[config.mk]
export PLATFORM = sky130hd
export DESIGN_NAME = risc_loader_flat
export DESIGN_NICKNAME = d
export VERILOG_FILES = /design/src/rtl/risc_loader_if.sv /design/src/rtl/risc_loader.sv /design/src/flat_wrapper.sv
export SDC_FILE = /design/constraint.sdc
export NUM_CORES = 1
export LEC_CHECK = 0
export ABC_AREA = 0
export ABC_CLOCK_PERIOD_IN_PS = 1700
export CAP_MARGIN = 30
export CELL_PAD_IN_SITES_DETAIL_PLACEMENT = 2
export CELL_PAD_IN_SITES_GLOBAL_PLACEMENT = 2
export CORE_UTILIZATION = 27
export DETAILED_ROUTE_END_ITERATION = 8
export GPL_ROUTABILITY_DRIVEN = 0
export PLACE_DENSITY_LB_ADDON = 0.1
export SETUP_SLACK_MARGIN = 0.15
export SYNTH_ARGS = -nofsm -noshare
export SYNTH_HDL_FRONTEND = slang
export SYNTH_SLANG_ARGS = --single-unit
[constraint.sdc]
create_clock -name clk -period 1.7 [get_ports clk]
set_input_delay 0.425 -clock clk [delete_from_list [all_inputs] [get_ports clk]]
set_output_delay 0.425 -clock clk [all_outputs]
set_load 0.02 [all_outputs]
[src/rtl/risc_loader_if.sv]
// risc_loader_if: byte stream, memory write port and CPU control bundle
// around the program loader.
//   slave  : loader side (consumes stream, drives memory writes and CPU reset)
//   master : environment side (stream source, memory, CPU core)
// Signals:
//   in_valid/in_data/in_ready : byte stream handshake
//   mem_wr/mem_addr/mem_data  : registered memory write port
//   cpu_rst/cpu_halt          : CPU core reset out, halt flag in
//   start/done/cycle_count    : re-arm pulse, completion flag, run-cycle count
interface risc_loader_if #(
   parameter int unsigned AWIDTH = 5,
   parameter int unsigned DWIDTH = 8
) ();
   logic              in_valid;
   logic [DWIDTH-1:0] in_data;
   logic              in_ready;
   logic              mem_wr;
   logic [AWIDTH-1:0] mem_addr;
   logic [DWIDTH-1:0] mem_data;
   logic              cpu_rst;
   logic              cpu_halt;
   logic              start;
   logic              done;
   logic [15:0]       cycle_count;

   modport slave (
      input  in_valid, in_data, cpu_halt, start,
      output in_ready, mem_wr, mem_addr, mem_data, cpu_rst, done, cycle_count
   );

   modport master (
      output in_valid, in_data, cpu_halt, start,
      input  in_ready, mem_wr, mem_addr, mem_data, cpu_rst, done, cycle_count
   );
endinterface

[src/rtl/risc_loader.sv]
// risc_loader: loads a length-prefixed byte stream into program memory,
// holds the CPU in reset for RST_CYCLES more cycles, then counts CPU run
// cycles until the core halts. A start pulse in DONE re-arms the loader.
// Ports:
//   clk  : system clock, rising edge
//   rst  : synchronous active-high reset
//   bus  : risc_loader_if.slave (stream in, memory write out, CPU control)
module risc_loader #(
   parameter int unsigned AWIDTH     = 5,
   parameter int unsigned DWIDTH     = 8,
   parameter int unsigned RST_CYCLES = 2
) (
   input  logic         clk,
   input  logic         rst,
   risc_loader_if.slave bus
);

   localparam int unsigned LW = AWIDTH + 1;
   localparam int unsigned CW = (DWIDTH > LW) ? DWIDTH : LW;
   localparam int unsigned BW = 4;
   localparam logic [CW-1:0] MAX_LEN   = CW'(2 ** AWIDTH);
   localparam logic [BW-1:0] BOOT_LAST = BW'(RST_CYCLES - 1);

   localparam logic [2:0] ST_LEN  = 3'd0;
   localparam logic [2:0] ST_DATA = 3'd1;
   localparam logic [2:0] ST_BOOT = 3'd2;
   localparam logic [2:0] ST_RUN  = 3'd3;
   localparam logic [2:0] ST_DONE = 3'd4;

   logic [2:0]        state_q,  state_d;
   logic [LW-1:0]     len_q,    len_d;
   logic [LW-1:0]     idx_q,    idx_d;
   logic [BW-1:0]     boot_q,   boot_d;
   logic [15:0]       count_q,  count_d;
   logic              ready_q,  ready_d;
   logic              wr_q,     wr_d;
   logic [AWIDTH-1:0] addr_q,   addr_d;
   logic [DWIDTH-1:0] data_q,   data_d;
   logic              cpu_rst_q, cpu_rst_d;
   logic              done_q,   done_d;

   logic              accept_c;
   logic [CW-1:0]     len_in_c;

   assign accept_c = bus.in_valid & ready_q;
   assign len_in_c = CW'(bus.in_data);

   // Next-state and next-output logic; registered outputs track the next state.
   always_comb begin
      state_d   = state_q;
      len_d     = len_q;
      idx_d     = idx_q;
      boot_d    = boot_q;
      count_d   = count_q;
      wr_d      = 1'b0;
      addr_d    = addr_q;
      data_d    = data_q;

      case (state_q)
         ST_LEN: begin
            if (accept_c) begin
               idx_d  = '0;
               boot_d = '0;
               if (len_in_c == '0) begin
                  state_d = ST_BOOT;
               end else begin
                  // Lengths beyond the memory depth are clamped to a full load.
                  len_d   = (len_in_c > MAX_LEN) ? LW'(MAX_LEN) : LW'(len_in_c);
                  state_d = ST_DATA;
               end
            end
         end
         ST_DATA: begin
            if (accept_c) begin
               wr_d   = 1'b1;
               addr_d = idx_q[AWIDTH-1:0];
               data_d = bus.in_data;
               idx_d  = idx_q + LW'(1);
               if ((idx_q + LW'(1)) == len_q) begin
                  boot_d  = '0;
                  state_d = ST_BOOT;
               end
            end
         end
         ST_BOOT: begin
            if (boot_q == BOOT_LAST) begin
               state_d = ST_RUN;
            end else begin
               boot_d = boot_q + BW'(1);
            end
         end
         ST_RUN: begin
            if (bus.cpu_halt) begin
               state_d = ST_DONE;
            end else if (count_q != 16'hFFFF) begin
               count_d = count_q + 16'd1;
            end
         end
         ST_DONE: begin
            if (bus.start) begin
               count_d = '0;
               state_d = ST_LEN;
            end
         end
         default: begin
            state_d = ST_LEN;
         end
      endcase

      ready_d   = (state_d == ST_LEN) || (state_d == ST_DATA);
      cpu_rst_d = (state_d == ST_LEN) || (state_d == ST_DATA) || (state_d == ST_BOOT);
      done_d    = (state_d == ST_DONE);
   end

   // State and output registers.
   always_ff @(posedge clk) begin
      if (rst) begin
         state_q   <= ST_LEN;
         len_q     <= '0;
         idx_q     <= '0;
         boot_q    <= '0;
         count_q   <= '0;
         ready_q   <= 1'b1;
         wr_q      <= 1'b0;
         addr_q    <= '0;
         data_q    <= '0;
         cpu_rst_q <= 1'b1;
         done_q    <= 1'b0;
      end else begin
         state_q   <= state_d;
         len_q     <= len_d;
         idx_q     <= idx_d;
         boot_q    <= boot_d;
         count_q   <= count_d;
         ready_q   <= ready_d;
         wr_q      <= wr_d;
         addr_q    <= addr_d;
         data_q    <= data_d;
         cpu_rst_q <= cpu_rst_d;
         done_q    <= done_d;
      end
   end

   assign bus.in_ready    = ready_q;
   assign bus.mem_wr      = wr_q;
   assign bus.mem_addr    = addr_q;
   assign bus.mem_data    = data_q;
   assign bus.cpu_rst     = cpu_rst_q;
   assign bus.done        = done_q;
   assign bus.cycle_count = count_q;

endmodule

[src/flat_wrapper.sv]
// flat-port wrapper written by rule: the top's interface ports become plain ports
module risc_loader_flat 
#(
   parameter int unsigned AWIDTH     = 5,
   parameter int unsigned DWIDTH     = 8,
   parameter int unsigned RST_CYCLES = 2
)
  (clk, rst, bus_in_valid, bus_in_data, bus_cpu_halt, bus_start, bus_in_ready, bus_mem_wr, bus_mem_addr, bus_mem_data, bus_cpu_rst, bus_done, bus_cycle_count);
  risc_loader_if #(.AWIDTH(AWIDTH), .DWIDTH(DWIDTH)) bus_i ();
  input  logic clk;
  input  logic rst;
  input wire logic [$bits(bus_i.in_valid)-1:0] bus_in_valid;
  input wire logic [$bits(bus_i.in_data)-1:0] bus_in_data;
  input wire logic [$bits(bus_i.cpu_halt)-1:0] bus_cpu_halt;
  input wire logic [$bits(bus_i.start)-1:0] bus_start;
  output wire logic [$bits(bus_i.in_ready)-1:0] bus_in_ready;
  output wire logic [$bits(bus_i.mem_wr)-1:0] bus_mem_wr;
  output wire logic [$bits(bus_i.mem_addr)-1:0] bus_mem_addr;
  output wire logic [$bits(bus_i.mem_data)-1:0] bus_mem_data;
  output wire logic [$bits(bus_i.cpu_rst)-1:0] bus_cpu_rst;
  output wire logic [$bits(bus_i.done)-1:0] bus_done;
  output wire logic [$bits(bus_i.cycle_count)-1:0] bus_cycle_count;
  assign bus_i.in_valid = bus_in_valid;
  assign bus_i.in_data = bus_in_data;
  assign bus_i.cpu_halt = bus_cpu_halt;
  assign bus_i.start = bus_start;
  assign bus_in_ready = bus_i.in_ready;
  assign bus_mem_wr = bus_i.mem_wr;
  assign bus_mem_addr = bus_i.mem_addr;
  assign bus_mem_data = bus_i.mem_data;
  assign bus_cpu_rst = bus_i.cpu_rst;
  assign bus_done = bus_i.done;
  assign bus_cycle_count = bus_i.cycle_count;
  risc_loader #(.AWIDTH(AWIDTH), .DWIDTH(DWIDTH), .RST_CYCLES(RST_CYCLES)) u_core (.clk(clk), .rst(rst), .bus(bus_i));
endmodule
Word-level counts from Yosys, hierarchy flattened --
Index checks and enable logic that the tools add are counted.
Operators by class: mux-type cells 22, bitwise gates (word level) 3, equality and inequality tests 17, reductions and logical operators 14, magnitude comparators 1, add/sub/neg operators 3
Operators by type and width (number):
- 16-bit 2-to-1 mux | 3
- 16-bit case mux with 2 select lines | 1
- 3-bit 2-to-1 mux | 6
- 6-bit 2-to-1 mux | 3
- 16-bit by 1-bit adder with 16-bit output, second input constant | 1
- 4-bit 2-to-1 mux | 4
- 16-bit inequality test, second input constant | 1
- 3-bit case mux with 5 select lines | 1
- 4-bit case mux with 3 select lines | 1
- 6-bit case mux with 2 select lines | 1
- 3-bit by 2-bit equality test with 1-bit output, second input constant | 3
- 8-bit by 6-bit > comparator with 1-bit output, second input constant | 1
- 8-bit zero test | 1
- 2-bit by 1-bit inequality test with 1-bit output, second input constant | 4
- 6-bit by 1-bit adder with 6-bit output, second input constant | 1
- 3-bit by 1-bit equality test with 1-bit output, second input constant | 2
- 3-bit equality test, second input constant | 2
- 6-bit equality test | 1
- 3-bit zero test | 2
- 2-bit inequality test, second input constant | 3
- 3-bit AND reduction | 2
- 5-bit AND reduction | 1
- 4-bit by 1-bit adder with 4-bit output, second input constant | 1
- 4-bit by 1-bit equality test with 1-bit output, second input constant | 1
- other kinds (10) | 13
Word-level totals: logic and storage cells 71, output and inout bits 33, register bits 52, input port bits 13

Longest topological paths before layout --
depth after elaboration 8, mapped depth 7, gate-level depth less buffers 6

Least setup slack after synthesis --
No wires, ideal clock.
kind register to register, from register u_core.count_q[0], in the netlist u_core.bus.cycle_count[0], to register u_core.count_q[0], in the netlist u_core.bus.cycle_count[0], path buffers 1, required time 1572 ps, clock period less this slack 1831 ps, arrival 1703 ps, library setup time 128 ps, slack -131 ps, stages on the path, launching flop included 8, cells stage by stage dfxtp_1 > ha_1 > nand3_1 > nor4_1 > clkbuf_1 > nor2_1 > xnor2_1 > nor2_1
Between the ends: longest elaborated chain between the ends 4, elaborated cells on any way between the ends 7, those cells by class 1 x add/sub; 2 x eq/ne; 3 x mux; 1 x reduce/logical
RTL lines:
- start, declared | line risc_loader.sv:34 | logic [15:0] count_q, count_d;
- start signal, assigned | line risc_loader.sv:134 | count_q <= count_d;
- 16-bit by 1-bit adder with 16-bit output | line risc_loader.sv:96 | count_d = count_q + 16'd1;
- 16-bit 2-to-1 mux | line risc_loader.sv:95 | end else if (count_q != 16'hFFFF) begin
- 16-bit 2-to-1 mux | line risc_loader.sv:93 | if (bus.cpu_halt) begin
- 16-bit case mux with 2 select lines | line risc_loader.sv:59 | case (state_q)
Parallel ways exist; a longest one is shown, timed or not. The select of a mux whose other input is x is not followed. A chain may end at the register's enable or synchronous reset.

Worst setup path in the final report --
from register u_core.state_q[1], to register u_core.idx_q[4]
Between the ends: longest elaborated chain between the ends 3, elaborated cells on any way between the ends 7, those cells by class 3 x eq/ne; 1 x mux; 3 x reduce/logical
RTL lines:
- start, declared | line risc_loader.sv:30 | logic [2:0] state_q, state_d;
- start signal, assigned | line risc_loader.sv:130 | state_q <= state_d;
- 3-bit by 1-bit equality test with 1-bit output or 3-bit zero test (tied branches) | line risc_loader.sv:59
- 2-bit by 1-bit inequality test with 1-bit output (no line) or 2-bit nonzero test (tied branches)
- 3-bit AND reduction (no line)
- end signal, assigned | line risc_loader.sv:132 | idx_q <= idx_d;
- end, declared | line risc_loader.sv:32 | logic [LW-1:0] idx_q, idx_d;
Parallel ways exist; a longest one is shown, timed or not.

==> metrics.txt <==
outcome finished, violations left; failing checks setup timing; clock sinks 52; Hold Fails Final Rpt 0; synth top area cells dfxtp_1 43%, a21oi_1 5.8%, nor2_1 5.4%; Root Buffer Master clkbuf_8; #FFs+latches synth 52; fin util approximately 48%; CTS Buffer Depth 2; Critical Path Start u_core.state_q[1]$_SDFF_PP0_; post-synthesis cell area ~2400 um2; clock slew at reported path FFs about 110 ps; leakage 0.001663 uW; RSZ-0062 raised after global routing yes; core box area slightly below 9000 um2; Slew @ Worst Pin around 400 ps; syn_nets a little over 300; HPWL Detailed about 6.1 mm; die height slightly below 100 um; final clock skew around 14 ps; Clk Latency, worst-skew pair around 320 ps; power per cell area 599.3 nW/um2; hold path start u_core.bus.mem_addr[1]$_SDFFE_PP0P_; Placement Rows 34; Total Routing Usage GR between 10% and 20%; EDFF count, synth 0; CTS tree done; Critical Setup Path Class register to register; setup TNS -21.98 ps; vias post-DR approximately 2600; ant diodes 0; dpl cell area between 3000 and 4000 um2; PnR worst setup slack -11.09 ps; largest delay contributor family on the critical path simple AND/OR/NAND/NOR gates; PortBufs 45; Fmax about 0.58 GHz; nets ~430; die width between 90 and 100 um; maximum vdd ir drop about 0.00037 V; DRC Markers 0; post-synthesis sequential area ratio roughly 43%; critical path's largest stage delay roughly 440 ps; dominant cell type by area after synthesis dfxtp_1; syn_area_per_cell roughly 8.4 um2; Post-DRT Antenna Nets 0; crit path launch type register; top cell type's share of synthesized area 42.95%; Hold WC Path Type register to register; CTS HTree Levels 2; count leader, synth dfxtp_1; total CTS buffers 5; WP data arrival between 1500 and 2000 ps; met2 Use GR between 30 and 40%; fin area 4204 um2; Ys Warns 0; Final Setup Violations 2; layout cell share with drive strength beyond 1 47.56%; Area Overhead vs Synth 73.46%; Rel. slew slack 72.93%; routed wire length 9.087 mm; Via density 5.025; DR iter-0 viols 39; top cells by count, synth 52 x dfxtp_1, 35 x nor2_1, 34 x nand2_1; Mapped Cells 288; crit end category register; critical path, cell by cell or3b_4 -> or2_4 -> or3_4 -> a21oi_2; worst hold slack 464.7 ps; Top Ports 46; CP max stage cell or3b_4; Worst EP required about 1900 ps; asr flop ratio synth 0%; Die ar. approximately 9400 um2; vias in the first global route between 2000 and 3000; pin count of the biggest net entering global routing 19; Most used DFF post-synth dfxtp_1; Avg WL per Cell 17.54 um; library cells used by synthesis 52; post-cts hold buffer count 0; total gr overflow 0; Max Cap Viol 0; worst r2r src u_core.state_q[1]$_SDFF_PP0_; met3 GRT Util 3.107%; worst-path fanout max 6; 1st-pass router iterations 4; met1 global-route usage between 20% and 30%; Slew Viols, Final 0; Top Usage Layer GRT met2; worst path bufs/invs 0; minimum clock period 1711 ps; first-pass GRT wire length about 14 mm; initial antenna violation count 0; Final Cycle Share 100.7%; Initial Util between 20% and 30%
## flip-flops by register name, indices dropped and copies added (netlist names)
name	cells
u_core.boot_q	4
u_core.bus.cpu_rst	1
u_core.bus.cycle_count	16
u_core.bus.done	1
u_core.bus.in_ready	1
u_core.bus.mem_addr	5
u_core.bus.mem_data	8
u_core.bus.mem_wr	1
u_core.idx_q	6
u_core.len_q	6
u_core.state_q	3
## layout by cell type (no fill, tap or decap), drive strengths merged, types with 2 or more instances in the layout
master	count
and4b	2
nand3	10
or2	2
nand2	34
xor2	5
o211ai	3
inv	4
nand4bb	2
o21ai	8
nor4	3
a22oi	7
clkdlybuf4s50	6
and2	2
nand2b	7
nor2	36
ha	4
a31oi	3
dfxtp	52
clkbuf	14
nand3b	4
or3	5
a21o	2
nor3	13
a21oi	28
dlygate4sd2	26
nand4	5
xnor2	15
clkdlybuf4s15	3
buf	82
nor3b	3
and4	2
## layer usage
layer	share of wire (%)	routed length [um]	vias up
met5	0	0	-
met4	1.3	117	0
met3	2.0	178	9
met2	55	5026	33
met1	41	3764	1304
li1	-	-	1257
## repair_timing
action | in CTS | in global routing
endpoints found under the setup margin | 77 | 54
hold endpoints to repair | 0 | 0
gates resized for setup | 93 | 100
buffers inserted | 7 | 12
pin swaps | 22 | 56
## logic make-up after synthesis
logic type,count (synthesis),share of synthesized area (%)
xor gates and xnor gates,20,7.228
adders and majority gates,4,2.065
AOI/OAI and AO/OA,59,14.56
muxes,1,0.4130
buffers and inverters,14,2.942
DFF,52,42.95
and+or+nand+nor,138,29.84
## tightest hold or removal path, cell delays in order (launching register included)
cell and delay [ps]:
dfxtp_1 320, nand2_1 60, a21oi_2 40
## area by class of cell
| type | instances | area, um2 |
|---|---|---|
| Sequential cell | 52 | 1076 |
| Fill cell | 929 | 4517 |
| Multi-Input combinational cell | 222 | 1815 |
| Clock buffer | 6 | 72.57 |
| Inverter | 3 | 11.26 |
| Clock inverter | 2 | 38.79 |
| Timing Repair Buffer | 125 | 1055 |
| Tap cell | 108 | 135.1 |
## stage by stage
stage	power [uW]	worst slack, ps	cells
after floorplan	1402	49.23	288
after global placement	1555	-436.3	491
after detailed placement	1562	-482.2	491
after CTS	2491	-20.53	506
after global routing	2635	-118.4	518
final	2520	-11.09	518
## path summary, 6_finish.rpt
path | slack (ps) | cells after the start | endpoint
hold / removal | 460 | 2 | u_core.bus.mem_addr[1]$_SDFFE_PP0P_
hold reg to reg | 460 | 2 | u_core.bus.mem_addr[1]$_SDFFE_PP0P_
setup reg to reg | -10 | 4 | u_core.idx_q[4]$_SDFFE_PP0P_
setup / recovery | -10 | 4 | u_core.idx_q[4]$_SDFFE_PP0P_
## power by group
part | switching, uW | total [uW] | leakage [uW] | internal [uW]
combinational | 196 | 374 | 0.00118 | 178
clock | 455 | 901 | 0.0000558 | 446
sequential | 15.1 | 1240 | 0.000431 | 1230
(Power assumes the default switching activity.)
